[src/rtl/snake_control.sv]
// rtl/snake_control.sv - snake head step sequencer with direction filter and VGA write alignment
module snake_control #(
  parameter int          FRAME_DIV       = 833333,
  parameter int          FRAMES_PER_STEP = 15,
  parameter logic [2:0]  SNAKE_COLOUR    = 3'b010,
  parameter logic [2:0]  BG_COLOUR       = 3'b000
) (
  input  logic       clk,
  input  logic       reset_n,
  input  logic       go,
  input  logic       key_up,
  input  logic       key_down,
  input  logic       key_left,
  input  logic       key_right,
  output logic       ld,
  output logic       update,
  output logic       plot,
  output logic [2:0] dir,
  output logic       vga_we,
  output logic [2:0] colour,
  output logic [2:0] state_o
);

  localparam int FW = (FRAME_DIV > 1) ? $clog2(FRAME_DIV) : 1;
  localparam int SW = (FRAMES_PER_STEP > 0) ? $clog2(FRAMES_PER_STEP + 1) : 1;
  localparam logic [FW-1:0] FRAME_LAST = FW'(FRAME_DIV - 1);
  localparam logic [SW-1:0] STEP_LAST  = SW'(FRAMES_PER_STEP - 1);

  localparam logic [2:0] DIR_UP    = 3'b100;
  localparam logic [2:0] DIR_DOWN  = 3'b110;
  localparam logic [2:0] DIR_LEFT  = 3'b000;
  localparam logic [2:0] DIR_RIGHT = 3'b001;

  typedef enum logic [2:0] {
    S_IDLE   = 3'd0,
    S_LOAD   = 3'd1,
    S_DRAW   = 3'd2,
    S_WAIT   = 3'd3,
    S_ERASE  = 3'd4,
    S_UPDATE = 3'd5
  } state_t;

  state_t        state, state_next;
  logic [1:0]    pix_cnt;
  logic [FW-1:0] frame_cnt;
  logic [SW-1:0] step_cnt;
  logic [2:0]    pend_dir;
  logic [2:0]    key_dir;
  logic [2:0]    dir_eff;
  logic          key_any;
  logic          frame_tick;
  logic          commit;

  function automatic logic [2:0] reverse_of(input logic [2:0] d);
    case (d)
      DIR_UP:   reverse_of = DIR_DOWN;
      DIR_DOWN: reverse_of = DIR_UP;
      DIR_LEFT: reverse_of = DIR_RIGHT;
      default:  reverse_of = DIR_LEFT;
    endcase
  endfunction

  assign frame_tick = (state == S_WAIT) && (frame_cnt == FRAME_LAST);
  assign commit     = (state == S_ERASE) && (pix_cnt == 2'd3);
  assign state_o    = state;

  always_comb begin
    state_next = state;
    ld         = 1'b0;
    update     = 1'b0;
    plot       = 1'b0;
    case (state)
      S_IDLE:   if (go) state_next = S_LOAD;
      S_LOAD: begin
        ld         = 1'b1;
        state_next = S_DRAW;
      end
      S_DRAW: begin
        plot = 1'b1;
        if (pix_cnt == 2'd3) state_next = S_WAIT;
      end
      S_WAIT:   if (frame_tick && (step_cnt == STEP_LAST)) state_next = S_ERASE;
      S_ERASE: begin
        plot = 1'b1;
        if (pix_cnt == 2'd3) state_next = S_UPDATE;
      end
      S_UPDATE: begin
        update     = 1'b1;
        state_next = S_DRAW;
      end
      default:  state_next = S_IDLE;
    endcase
  end

  // Reverse check is against the direction in force after this edge, so a
  // key landing on the commit cycle cannot queue a reversal of the new heading.
  always_comb begin
    key_any = key_up | key_down | key_left | key_right;
    if (key_up)        key_dir = DIR_UP;
    else if (key_down) key_dir = DIR_DOWN;
    else if (key_left) key_dir = DIR_LEFT;
    else               key_dir = DIR_RIGHT;
    dir_eff = commit ? pend_dir : dir;
  end

  always_ff @(posedge clk) begin
    if (!reset_n) begin
      state     <= S_IDLE;
      pix_cnt   <= '0;
      frame_cnt <= '0;
      step_cnt  <= '0;
      dir       <= DIR_RIGHT;
      pend_dir  <= DIR_RIGHT;
      vga_we    <= 1'b0;
      colour    <= BG_COLOUR;
    end else begin
      state   <= state_next;
      pix_cnt <= ((state == S_DRAW) || (state == S_ERASE)) ? pix_cnt + 2'd1 : 2'd0;
      if (state == S_WAIT) begin
        frame_cnt <= frame_tick ? '0 : frame_cnt + 1'b1;
        if (frame_tick) step_cnt <= step_cnt + 1'b1;
      end else begin
        frame_cnt <= '0;
        step_cnt  <= '0;
      end
      if (commit) dir <= pend_dir;
      if ((state != S_IDLE) && key_any && (key_dir != reverse_of(dir_eff)))
        pend_dir <= key_dir;
      vga_we <= plot;
      colour <= (state == S_DRAW) ? SNAKE_COLOUR : BG_COLOUR;
    end
  end

endmodule
[config.mk]
export PLATFORM = sky130hd
export DESIGN_NAME = snake_control
export DESIGN_NICKNAME = d
export VERILOG_FILES = /design/src/rtl/snake_control.sv
export SDC_FILE = /design/constraint.sdc
export NUM_CORES = 1
export LEC_CHECK = 0
export CORE_MARGIN = 2
export CORE_UTILIZATION = 59
export DETAILED_ROUTE_END_ITERATION = 10
export HOLD_SLACK_MARGIN = 0.08
export PLACE_DENSITY = 0.94
export RECOVER_POWER = 100
export SYNTH_ARGS = -nofsm -noshare
export SYNTH_HDL_FRONTEND = slang
export SYNTH_SLANG_ARGS = --single-unit
[constraint.sdc]
create_clock -name clk -period 3.9 [get_ports clk]
set_input_delay 0.78 -clock clk [delete_from_list [all_inputs] [get_ports clk]]
set_output_delay 0.78 -clock clk [all_outputs]
set_load 0.02 [all_outputs]
# Word level (Yosys, flattened, before mapping)
# Index checks and enable logic that the tools add are counted.
totals:
  word_cells: 61
  reg_bits: 39
  output_inout_bits: 13
op_classes:
  reduce_logical: 15
  muxes: 15
  eq_ne: 15
  n_addsub: 3
  bitwise_logic: 5
ops:
  columns: ["cell", "count"]
  rows:
  - ["$mux 3", 8]
  - ["$add 20x1->20 const B", 1]
  - ["$eq 20x20->1 const B", 1]
  - ["$pmux 3 s5", 1]
  - ["$eq 3x3->1 const B", 4]
  - ["$pmux 3 s3", 1]
  - ["$eq 3x2->1 const B", 2]
  - ["$logic_not 3->1", 2]
  - ["$ne 2x2->1 const B", 3]
  - ["$logic_and 1x1->1", 5]
  - ["$add 4x1->4 const B", 1]
  - ["$eq 4x4->1 const B", 1]
  - ["$mux 1", 4]
  - ["$reduce_and 2->1", 2]
  - ["$reduce_and 4->1", 1]
  - ["$reduce_or 2->1", 2]
  - ["$eq 3x1->1 const B", 1]
  - ["$ne 3x3->1", 1]
  - ["$or 1x1->1", 3]
  - ["$reduce_bool 3->1", 1]
  - ["$reduce_or 3->1", 1]
  - ["$add 2x1->2 const B", 1]
  - ["$eq 2x2->1 const B", 1]
  - ["$mux 2", 1]
  - ["other kinds (3)", 4]

# Longest topological paths before layout
logic_depth:
  word_depth: 8
  depth_mapped: 8
  mapped_depth_nobuf: 7

# Worst setup path after synthesis
# OpenSTA, ideal clock, no wires.
synth_timing:
  kind: "flip-flop to flip-flop"
  from: "register state[0], in the netlist state_o[0]"
  to: "register pend_dir[2]"
  path_slack_ns: 1.972
  path_buffers: 0
  arrival_ns: 1.812
  stages_incl_launch_ff: 6
  required_time_ns: 3.784
  cell_sequence: "dfxtp_1 -> and4bb_4 -> a2111oi_2 -> o32ai_1 -> or4_1 -> o211a_1"
synth_via:
  elab_chain_cells: 8
  word_cells_on_any_way: 12
  cone_classes: "eq/ne: 4; mux: 3; reduce/logical: 5"
synth_rtl:
  columns: ["element", "line", "source"]
  rows:
  - ["from (decl)", "43", "state_t state, state_next;"]
  - ["from (signal assigned)", "117", "state <= state_next;"]
  - ["$eq 3x3->1", "64", "assign commit = (state == S_ERASE) && (pix_cnt == 2'd3);"]
  - ["$logic_and 1x1->1", "64", null]
  - ["$mux 3", null, null]
  - ["$eq 3x3->1 / $logic_not 3->1 (equally long branches)", "55", "case (d)"]
  - ["$pmux 3 s3", "55", null]
  - ["$mux 3", "107", "if (!reset_n) begin"]
  - ["$ne 3x3->1", "127", "if ((state != S_IDLE) && key_any && (key_dir != reverse_of(dir_eff)))"]
  - ["$logic_and 1x1->1 (*)", "127", null]
  - ["to (signal assigned)", "128", "pend_dir <= key_dir;"]
  - ["to (decl)", "47", "logic [2:0] pend_dir;"]
# Mark *: on every way between the ends. The rest lies on a longest branch, timed or not. The select of a mux whose other input is x is not followed.
# A chain may end at the register's enable or synchronous reset.

# Worst setup path after layout
layout_timing:
  from: "register state[1], in the netlist state_o[1]"
  to: "output port plot"
layout_via:
  elab_chain_cells: 3
  word_cells_on_any_way: 4
  cone_classes: "eq/ne: 2; mux: 1; reduce/logical: 1"
layout_rtl:
  columns: ["element", "line", "source"]
  rows:
  - ["$eq 3x2->1 / $eq 3x3->1 (equally long branches)", "72", "case (state)"]
  - ["$reduce_or 2->1 (no source line) (*)", null, null]
  - ["$mux 1 (*)", "72", null]
  - ["to (decl)", "17", "output logic plot,"]
# Mark *: on every way between the ends. The rest lies on a longest branch, timed or not.

==> impl_metrics.json <==
{
  "r2r_cells": 5,
  "maxClockFrequency_mhz": 351,
  "whs_ns": 0.431,
  "outcome": "complete, no violations",
  "reg2reg_setup_slack_ns": 1.76,
  "cts.sinks": 37,
  "postCtsSetupBuffers": 0,
  "design.final.nets": 237,
  "cts_max_path_buffers": 2,
  "fillerInstances": 231,
  "critical_path_class": "flop to primary output",
  "cp_data_arrival_time_ns": 2.07,
  "initial_antenna_violation_count": 0,
  "synthCells": 206,
  "cells_taking_the_most_area_after_synthesis": "dfxtp_1, nor2_1, xnor2_1, xor2_1, nand3_1",
  "static-leakage-power_nw": 0.694,
  "cpPeakStageDelay_ns": 0.68,
  "routedWlPerCell_um": 13.5,
  "synth-main-ff-cell": "dfxtp_1",
  "holdPathEnd": "pix_cnt[0]",
  "layout_min_cycle_time_ns": 2.85,
  "share_of_final_layout_standard_cells_stronger_than_drive_strength_1": 0.0531,
  "timing.hold.worst.start": "pix_cnt[0]",
  "drt-initial-drc-count": 53,
  "cts.htree.levels": 2,
  "postSynthAreaPerCell_um2": 8.75,
  "clockRootBuffer": "clkbuf_4",
  "crit_required_ns": 3.12,
  "fp.dieArea_um2": 3510,
  "finish.instance_area_um2": 2020,
  "setup_viol_count_final": 0,
  "placedInstanceArea_um2": 1970,
  "critical_path_buf_inv_count": 1,
  "worst_hold_path.num_cells": 1,
  "timing.rr.start": "state_o[1]",
  "finalSetupTns_ns": 0,
  "startpoint_type": "flop",
  "measured_slew_at_the_worst_slew_check_pin_ns": 0.696,
  "power-per-cell-area_nw_per_um2": 321,
  "number_of_global_route_vias_before_repair": 1263,
  "post-synth-top-area-fraction": 0.411,
  "cts_buffers": 5,
  "post_dr_vias_cell": 5.63,
  "place_congestion": 0.894,
  "tritoncts_clock_tree": "built",
  "cts.hold.buffers_added": 0,
  "netlist_top_cells_count": "dfxtp_1, nor2_1, nand2_1",
  "maxSlewViolCount": 0,
  "slew_headroom": 0.532,
  "skew_ns": 0.00846,
  "routed-via-count": 1458,
  "worstPathMaxFanout": 10,
  "area.growth.synth_to_final_pct": 12.2,
  "endpoint_kind": "primary output",
  "ys_seq_area_frac": 0.411,
  "insertion_delay_to_the_later_sink_of_the_worst_skew_pair_ns": 0.35,
  "worst_ir_drop_vdd_mv": 0.230,
  "finalNonFillerCells": 259,
  "antenna_violating_nets_post_route": 0,
  "grt_start_max_net_pins": 20,
  "number_of_placed_instances_with_taps_included": 251,
  "drt_wirelength_um": 3490,
  "start_util": 0.605,
  "ff_latch_area_um2": 741,
  "clk_pin_slew_worst_paths_ns": 0.10,
  "finalCritPeriodShare": 0.732,
  "grt_usage": 0.213,
  "cts_resized": 0,
  "critical_path.reg2reg.endpoint": "frame_cnt[12]",
  "crit_path_cell_trace": "nor2b_1 > o21a_1 > dlygate4sd3_1",
  "timing.critical_path.max_delay_family": "buffers and inverters",
  "grt_pass1_wl_um": 5560,
  "ys_async_sr_fraction": 0,
  "port-buffer-count": 17,
  "route.detailed.drc": 0,
  "gr-total-overflow": 0,
  "place_hpwl_um": 2520,
  "ys_warn_count": 0,
  "unrepaired_setup_endpoints_after_global_routing": "false",
  "multi_input_area_um2": 977,
  "hold_viol_final": 0,
  "synth.most_common_cell": "dfxtp_1",
  "antennaDiodeCount": 0,
  "firstDrtPassIters": 4,
  "layout.core_utilization": 0.679,
  "die-height_um": 59.3,
  "min-delay-path-class": "flop to flop",
  "boundaryPins": 20,
  "row_count": 20,
  "synth_edf_count": 0,
  "crit_slowest_cell": "dlygate4sd3_1",
  "synth.cell_area_um2": 1800,
  "synth_seq_cells": 37,
  "max_cap_viol_count": 0,
  "fp.coreArea_um2": 2980,
  "ys_types": 45,
  "post-synth-top-area-cell": "dfxtp_1",
  "die_width_um": 59.3
}
[per-layer routing]
layer | wire [um] | vias up | track usage
li1 | - | 749 | -
met1 | 1590 | 671 | 0.282
met2 | 1690 | 31 | 0.327
met3 | 130 | 7 | 0.0393
met4 | 83 | 0 | 0.114
met5 | 0 | - | 0
[registers in the layout, indices dropped and copies added, names as in the netlist]
| signal | cells |
|---|---|
| vga_we | 1 |
| pend_dir | 3 |
| colour | 1 |
| pix_cnt | 2 |
| frame_cnt | 20 |
| step_cnt | 4 |
| dir | 3 |
| state_o | 3 |
[how the worst max path moves through the flow]
stage               startpoint  depth (start not counted)  slack, ns           to
floorplan           state_o[0]                          5       1.97  pend_dir[2]
global placement        key_up                          6       1.39  pend_dir[2]
detailed placement      key_up                          6       1.36  pend_dir[2]
CTS                 state_o[1]                          3       1.10         plot
global route        state_o[1]                          3       0.92         plot
finish              state_o[1]                          3       1.05         plot
[worst register-to-register path, delay by kind of cell (launching register included)]
family	cells	cell delay, ns
AND/OR/NAND/NOR	5	1.49
flip-flops	1	0.52
[placed cells by master, fill, tap and decap left out, types with 5 or more instances in the layout]
master         netlist  final
a21oi_1              6      6
and3_1               5      5
clkbuf_4             0      5
dfxtp_1             37     37
dlygate4sd3_1        0     13
ha_1                 5      5
inv_1               11     11
nand2_1             15     15
nand3_1             13     13
nand4_1              6      6
nor2_1              27     27
nor2b_1              5      5
nor3_1               6      6
xnor2_1             10     10
xor2_1              10     10
[cells by family after synthesis]
kind of cell | after synthesis | share of synthesized area
simple gates | 100 | 0.293
flops | 37 | 0.411
compound gates | 22 | 0.0910
xor+xnor | 20 | 0.0972
buf+inv | 17 | 0.0486
fa+ha+maj | 5 | 0.0347
mux | 4 | 0.0222
other cells | 1 | 0.00208
[final cells by class]
class / count / share of cell area
multi-input cells: 153 / 0.483
flip-flops and latches: 37 / 0.366
repair buffers: 17 / 0.0842
clock buffers: 6 / 0.0204
inverters: 11 / 0.0204
well taps: 33 / 0.0204
clock inverters: 2 / 0.00495
[metrics by stage]
stage	power [mW]	setup slack (ns)
2_1_floorplan	0.443	1.97
3_3_place_gp	0.464	1.39
3_5_place_dp	0.465	1.36
4_1_cts	0.655	1.10
5_1_grt	0.674	0.924
6_report	0.648	1.05
[where the power goes]
part / leakage (nW) / switching (mW) / internal [mW]
registers: 0.299 / 0.0103 / 0.386
logic: 0.363 / 0.0306 / 0.0271
clock network: 0.0320 / 0.126 / 0.0687
total: 0.694 / 0.167 / 0.481
Power figures use the tool's default switching activity.
